`config.mk`:
```
export PLATFORM = sky130hd
export DESIGN_NAME = z88_ram_arbiter
export DESIGN_NICKNAME = d
export VERILOG_FILES = /design/src/rtl/z88_pkg.sv /design/src/rtl/z88_ram_strobe_seq.sv /design/src/rtl/z88_ram_arbiter.sv
export SDC_FILE = /design/constraint.sdc
export NUM_CORES = 1
export LEC_CHECK = 0
export BUFFER_PORTS_ARGS = -buffer_cell sky130_fd_sc_hd__buf_2
export CORE_ASPECT_RATIO = 1.1
export CORE_UTILIZATION = 49
export CTS_CLUSTER_DIAMETER = 40
export DETAILED_ROUTE_END_ITERATION = 8
export PLACE_DENSITY = 0.8
export REMOVE_ABC_BUFFERS = 1
export SETUP_SLACK_MARGIN = 0.1
export SLEW_MARGIN = 20
export SYNTH_ARGS = -nofsm -noshare
export SYNTH_HDL_FRONTEND = slang
export SYNTH_HIERARCHICAL = 1
export SYNTH_SLANG_ARGS = --single-unit
```
`constraint.sdc`:
```
create_clock -name clk -period 2.6 [get_ports clk]
set_input_delay 0.26 -clock clk [delete_from_list [all_inputs] [get_ports clk]]
set_output_delay 0.26 -clock clk [all_outputs]
set_load 0.03 [all_outputs]
```
`src/rtl/z88_pkg.sv`:
```
// Shared types and constants for the Z88 RAM arbitration path.
package z88_pkg;

  localparam int unsigned RAM_AW = 19;

  typedef enum logic [1:0] {
    IDLE,
    SETUP,
    STROBE,
    HOLD
  } seq_state_t;

  typedef enum logic {
    OWN_CPU,
    OWN_LCD
  } owner_t;

endpackage

```
`src/rtl/z88_ram_strobe_seq.sv`:
```
// RAM access sequencer: IDLE -> SETUP -> STROBE x N -> HOLD, with registered pin drivers.
module z88_ram_strobe_seq
  import z88_pkg::*;
#(
  parameter int unsigned STROBE_CYCLES = 2
) (
  input  logic              clk,
  input  logic              reset,
  input  logic              start,
  input  logic              start_we,
  input  logic [RAM_AW-1:0] start_a,
  input  logic [7:0]        start_wdata,
  output logic              idle,
  output logic              sample,
  output logic [RAM_AW-1:0] ram_a,
  output logic [7:0]        ram_do,
  output logic              ram_ce_n,
  output logic              ram_oe_n,
  output logic              ram_we_n
);

  localparam logic [3:0] LastCnt = 4'(STROBE_CYCLES - 1);

  seq_state_t state_q;
  logic [3:0] cnt_q;
  logic       wr_q;

  always_ff @(posedge clk) begin
    if (reset) begin
      state_q  <= IDLE;
      cnt_q    <= 4'd0;
      wr_q     <= 1'b0;
      ram_a    <= '0;
      ram_do   <= 8'h00;
      ram_ce_n <= 1'b1;
      ram_oe_n <= 1'b1;
      ram_we_n <= 1'b1;
    end else begin
      unique case (state_q)
        IDLE: begin
          if (start) begin
            state_q  <= SETUP;
            ram_a    <= start_a;
            wr_q     <= start_we;
            ram_ce_n <= 1'b0;
            if (start_we) ram_do <= start_wdata;
          end
        end
        SETUP: begin
          state_q  <= STROBE;
          cnt_q    <= 4'd0;
          ram_oe_n <= wr_q;
          ram_we_n <= ~wr_q;
        end
        STROBE: begin
          if (cnt_q == LastCnt) begin
            state_q  <= HOLD;
            cnt_q    <= 4'd0;
            ram_oe_n <= 1'b1;
            ram_we_n <= 1'b1;
          end else begin
            cnt_q <= cnt_q + 4'd1;
          end
        end
        HOLD: begin
          state_q  <= IDLE;
          ram_ce_n <= 1'b1;
        end
        default: state_q <= IDLE;
      endcase
    end
  end

  assign idle   = (state_q == IDLE);
  // Asserted for the final STROBE cycle; the edge ending it captures read data.
  assign sample = (state_q == STROBE) && (cnt_q == LastCnt);

endmodule

```
`src/rtl/z88_ram_arbiter.sv`:
```
// Shares the external SRAM between the Z80 memory path and the LCD fetch engine,
// with an ageing counter that bounds LCD fetch latency.
module z88_ram_arbiter
  import z88_pkg::*;
#(
  parameter int unsigned STROBE_CYCLES = 2,
  parameter int unsigned LCD_MAX_WAIT  = 8
) (
  input  logic              clk,
  input  logic              reset,
  input  logic              cpu_req,
  input  logic              cpu_we,
  input  logic [RAM_AW-1:0] cpu_a,
  input  logic [7:0]        cpu_wdata,
  output logic [7:0]        cpu_rdata,
  output logic              cpu_ack,
  output logic              cpu_wait_n,
  input  logic              lcd_req,
  input  logic [RAM_AW-1:0] lcd_a,
  output logic [7:0]        lcd_rdata,
  output logic              lcd_ack,
  output logic [RAM_AW-1:0] ram_a,
  output logic [7:0]        ram_do,
  input  logic [7:0]        ram_di,
  output logic              ram_ce_n,
  output logic              ram_oe_n,
  output logic              ram_we_n
);

  localparam logic [7:0] MaxWait = 8'(LCD_MAX_WAIT);

  logic       idle, sample, start, grant_lcd, lcd_busy;
  owner_t     owner_q;
  logic       wr_q;
  logic [7:0] lcd_age_q;
  logic [7:0] cpu_rdata_q, lcd_rdata_q;
  logic       cpu_ack_q, lcd_ack_q;

  // An aged LCD request overrides the CPU's normal priority.
  assign grant_lcd = lcd_req && ((lcd_age_q >= MaxWait) || !cpu_req);
  assign start     = idle && (cpu_req || lcd_req);
  assign lcd_busy  = !idle && (owner_q == OWN_LCD);

  z88_ram_strobe_seq #(
    .STROBE_CYCLES(STROBE_CYCLES)
  ) u_seq (
    .clk         (clk),
    .reset       (reset),
    .start       (start),
    .start_we    (grant_lcd ? 1'b0 : cpu_we),
    .start_a     (grant_lcd ? lcd_a : cpu_a),
    .start_wdata (cpu_wdata),
    .idle        (idle),
    .sample      (sample),
    .ram_a       (ram_a),
    .ram_do      (ram_do),
    .ram_ce_n    (ram_ce_n),
    .ram_oe_n    (ram_oe_n),
    .ram_we_n    (ram_we_n)
  );

  always_ff @(posedge clk) begin
    if (reset) begin
      owner_q     <= OWN_CPU;
      wr_q        <= 1'b0;
      lcd_age_q   <= 8'd0;
      cpu_rdata_q <= 8'h00;
      lcd_rdata_q <= 8'h00;
      cpu_ack_q   <= 1'b0;
      lcd_ack_q   <= 1'b0;
    end else begin
      cpu_ack_q <= sample && (owner_q == OWN_CPU);
      lcd_ack_q <= sample && (owner_q == OWN_LCD);
      if (start) begin
        owner_q <= grant_lcd ? OWN_LCD : OWN_CPU;
        wr_q    <= !grant_lcd && cpu_we;
      end
      if (sample && !wr_q) begin
        if (owner_q == OWN_LCD) lcd_rdata_q <= ram_di;
        else                    cpu_rdata_q <= ram_di;
      end
      if (!lcd_req || (start && grant_lcd)) begin
        lcd_age_q <= 8'd0;
      end else if (!lcd_busy && (lcd_age_q != 8'hFF)) begin
        lcd_age_q <= lcd_age_q + 8'd1;
      end
    end
  end

  assign cpu_rdata  = cpu_rdata_q;
  assign lcd_rdata  = lcd_rdata_q;
  assign cpu_ack    = cpu_ack_q;
  assign lcd_ack    = lcd_ack_q;
  assign cpu_wait_n = !(cpu_req && !cpu_ack_q);

endmodule

```
==> impl_metrics.py <==
metrics = {
    "drt": {
        "wl_per_cell_um": 13.4,
        "wirelength_um": 6830,
        "drtIter0Drc": 209,
        "vias": 2698,
        "ant_nets": 0,
        "routed_via_density": 5.31,
        "drtPass1Iterations": 5,
        "drc": 0,
    },
    "final_layout": {
        "n_antenna_cell": 0,
        "syn2layout_area_growth_pct": 26.9,
        "layout.nets": 493,
        "drive_gt1_frac": 0.346,
        "fin_cells": 508,
    },
    "power": {
        "power_switching_mw": 1.15,
        "switching_share": 0.370,
        "vdd_drop_max_uv": 400,
        "pwr-share-seq": 0.399,
        "p_per_area_nw_per_um2": 854,
        "leakage_nw": 1.68,
        "internal_power_mw": 1.96,
        "clockPowerShare": 0.268,
        "p_comb_frac": 0.333,
    },
    "floorplanning": {
        "die_w_um": 74.9,
        "core-area_um2": 5500,
        "ios": 108,
        "initial_utilization": 0.521,
        "dieArea_um2": 6160,
        "die_h_um": 82.2,
        "fp-row-count": 28,
    },
    "placed_design": {
        "dp_cells": 492,
        "gp_congestion": 0.851,
        "dp.final_hpwl_um": 4900,
        "io_buffers": 107,
        "dpl_worst_slack_ns": 0.551,
    },
    "grt": {
        "grt_pass1_wl_um": 10700,
        "grt_use_total": 0.233,
        "grt_pass1_vias": 2393,
        "grt_overflow_total": 0,
        "grt_max_degree": 41,
        "antenna_found_initial": 0,
    },
    "timing": {
        "rsz0062_at_grt": "false",
        "max_slew_margin": 0.522,
        "setup_viol": 0,
        "slew_viol_final": 0,
        "setup_slack_ns": 0.527,
        "fin_crit_sh": 0.797,
        "fin_skew_ns": 0.00922,
        "hold_violations": 0,
        "setup-tns-final_ns": 0,
        "fmax_mhz": 482,
        "tightest_slew_ns": 0.718,
        "min_period_ns": 2.07,
    },
    "clock_network": {
        "cts_tree": "built",
        "cts_root_buffer": "clkbuf_8",
        "cts_buffer_depth": 2,
        "htreeDepth": 3,
        "cts_resized": 0,
        "clock_latency_ns": 0.34,
        "cts_buffers": 9,
        "ctsHoldBuffers": 0,
        "clk_pin_slew_ns": 0.07,
        "post_cts_buffers": 0,
        "cts.sinks": 65,
    },
    "synth": {
        "ys_warn_count": 6,
        "synthCells": 321,
        "syn_area_um2": 2860,
        "synth_area_per_cell_um2": 8.92,
        "synth_cell_types": 45,
        "seq_area_frac_synth": 0.454,
        "ys_seq_elements": 65,
    },
    "job": {
        "drv_cap": 0,
    },
    "critical_path": {
        "worstPathMaxFanout": 21,
        "critical_path_arrival_ns": 2.26,
        "r2r_start": "lcd_age_q[4]",
        "crit_slowest_cell": "or4b_4",
        "path_cells": "or4b_4, o31ai_4, buf_4, mux2_2, nand2_1, a21oi_1",
        "r2r_setup_slack_ns": 0.53,
        "cp-endpoint": "u_seq/ram_a[4]",
        "worstSetupStartpointType": "flip-flop",
        "r2r_cells": 6,
        "worstSetupPathType": "flip-flop to flip-flop",
        "timing.rr.end": "u_seq/ram_a[4]",
        "slowest_delay_ns": 0.57,
        "required_ns": 2.78,
        "setup.worst_path.end_class": "flip-flop",
        "critPathLaunch": "lcd_age_q[4]",
    },
    "outcome": {
        "status": "finished clean",
    },
    "worst_hold_path": {
        "hold_class": "input port to flip-flop",
    },
}
## area by class of cell
class	instances	area (um2)
multi-input combinational	228	1430
clock buffer	13	149
fill	486	1870
sequential	65	1300
timing repair buffer	113	581
inverter	11	41.3
clock inverter	3	40.0
tap	75	93.8
## flip-flops by register name, indices dropped and copies added, names as in the netlist, 2 cells and up
signal / cells
cpu_rdata: 8
lcd_age_q: 8
lcd_rdata: 8
u_seq/cnt_q: 4
u_seq/ram_a: 19
u_seq/ram_do: 8
u_seq/state_q: 2
## power by group through the flow
stage          clock network [mW]  registers [mW]  logic, mW
2_1_floorplan                   0            1.51      0.426
3_3_place_gp                    0            1.25       1.00
3_5_place_dp                    0            1.26       1.03
4_1_cts                     0.844            1.24       1.03
5_1_grt                     0.890            1.26       1.13
6_report                    0.831            1.24       1.03
## per-stage QoR
step | util | total power [mW] | area [um2] | hold WS (ns)
after global placement | 0.626 | 2.25 | 3440 | 0.440
after detailed placement | 0.626 | 2.29 | 3440 | 0.445
after floorplan | - | 1.94 | 2770 | 0.329
after global routing | 0.661 | 3.28 | 3630 | 0.144
after CTS | 0.661 | 3.12 | 3630 | 0.151
final | 0.661 | 3.10 | 3630 | 0.161
## metal layers
layer  part of all wire  up-vias  GRT usage
met2               0.53       96      0.399
li1                   -     1315          -
met3              0.061       20     0.0655
met4              0.024        0      0.119
met1               0.39     1267      0.263
met5                  0        -          0
## worst min path at each step
stage	from	end	slack, ns	depth (start not counted)
finish	cpu_wdata[7]	u_seq/ram_do[7]	0.16	3
global route	cpu_wdata[6]	u_seq/ram_do[6]	0.14	3
CTS	cpu_wdata[7]	u_seq/ram_do[7]	0.15	3
detailed placement	u_seq/ram_a[14]	u_seq/ram_a[14]	0.44	2
global placement	u_seq/ram_a[15]	u_seq/ram_a[15]	0.44	2
floorplan	reset	u_seq/cnt_q[1]	0.33	1
## kinds of logic (layout without fill, tap and decap cells)
kind of cell,after synthesis,after routing,synth area share
and+or+nand+nor,127,127,0.213
AOI/OAI and AO/OA,55,55,0.111
muxes,37,37,0.138
DFF,65,65,0.454
adders and majority gates,6,6,0.0262
buffers and inverters,28,140,0.0489
xor gates and xnor gates,3,3,0.00918
## cells in the mapped netlist
cell type,count,area (um2)
a21oi_1,37,185
a2bb2oi_1,1,8.76
a31oi_1,2,12.5
and2_1,3,18.8
and3_1,1,6.26
and3_2,1,7.51
and3b_1,2,17.5
buf_1,1,3.75
buf_2,4,20.0
buf_4,2,15.0
buf_6,3,33.8
clkbuf_1,7,26.3
dfxtp_1,65,1300
ha_1,6,75.1
inv_1,11,41.3
mux2_1,1,11.3
mux2_2,18,203
mux2i_1,18,180
nand2_1,60,225
nand2b_1,3,18.8
nand3_1,4,20.0
nand3b_1,4,30.0
nand3b_2,1,11.3
nand4_1,5,31.3
nor2_1,26,97.6
nor2b_1,3,18.8
nor3_1,5,25.0
nor3b_1,2,15.0
nor4_1,1,6.26
nor4b_2,1,15.0
nor4bb_1,1,10.0
o2111ai_1,1,8.76
o21a_1,1,7.51
o21ai_0,7,35.0
o21ai_1,1,5.00
o221ai_1,1,8.76
o311ai_0,1,8.76
o31ai_1,2,15.0
o31ai_4,1,21.3
or3_1,1,6.26
or3b_1,1,8.76
or4_1,1,7.51
or4b_4,1,13.8
xnor2_1,1,8.76
xor2_1,2,17.5
## placed cells by master, fill, tap and decap left out, types with 2 or more instances in the layout
cell type / n
buf_4: 6
buf_2: 107
and3b_1: 2
inv_1: 11
clkbuf_8: 10
clkbuf_1: 3
xor2_1: 2
o21ai_0: 7
ha_1: 6
o31ai_1: 2
nor2_1: 26
and2_1: 3
nand2b_1: 3
nor2b_1: 3
nand3b_1: 4
mux2i_1: 18
mux2_2: 18
a21oi_1: 37
dfxtp_1: 65
nand2_1: 60
clkinv_2: 2
nor3_1: 5
nand4_1: 5
nand3_1: 4
a31oi_1: 2
## worst max-delay path, delay by kind of cell, from the launching register on
kind | cells | cell delay (ns)
DFF | 1 | 0.35
muxes | 1 | 0.37
and+or+nand+nor | 2 | 0.63
buffers and inverters | 1 | 0.32
AOI/OAI and AO/OA | 2 | 0.25
No activity file was read; power rests on OpenSTA's default activity.
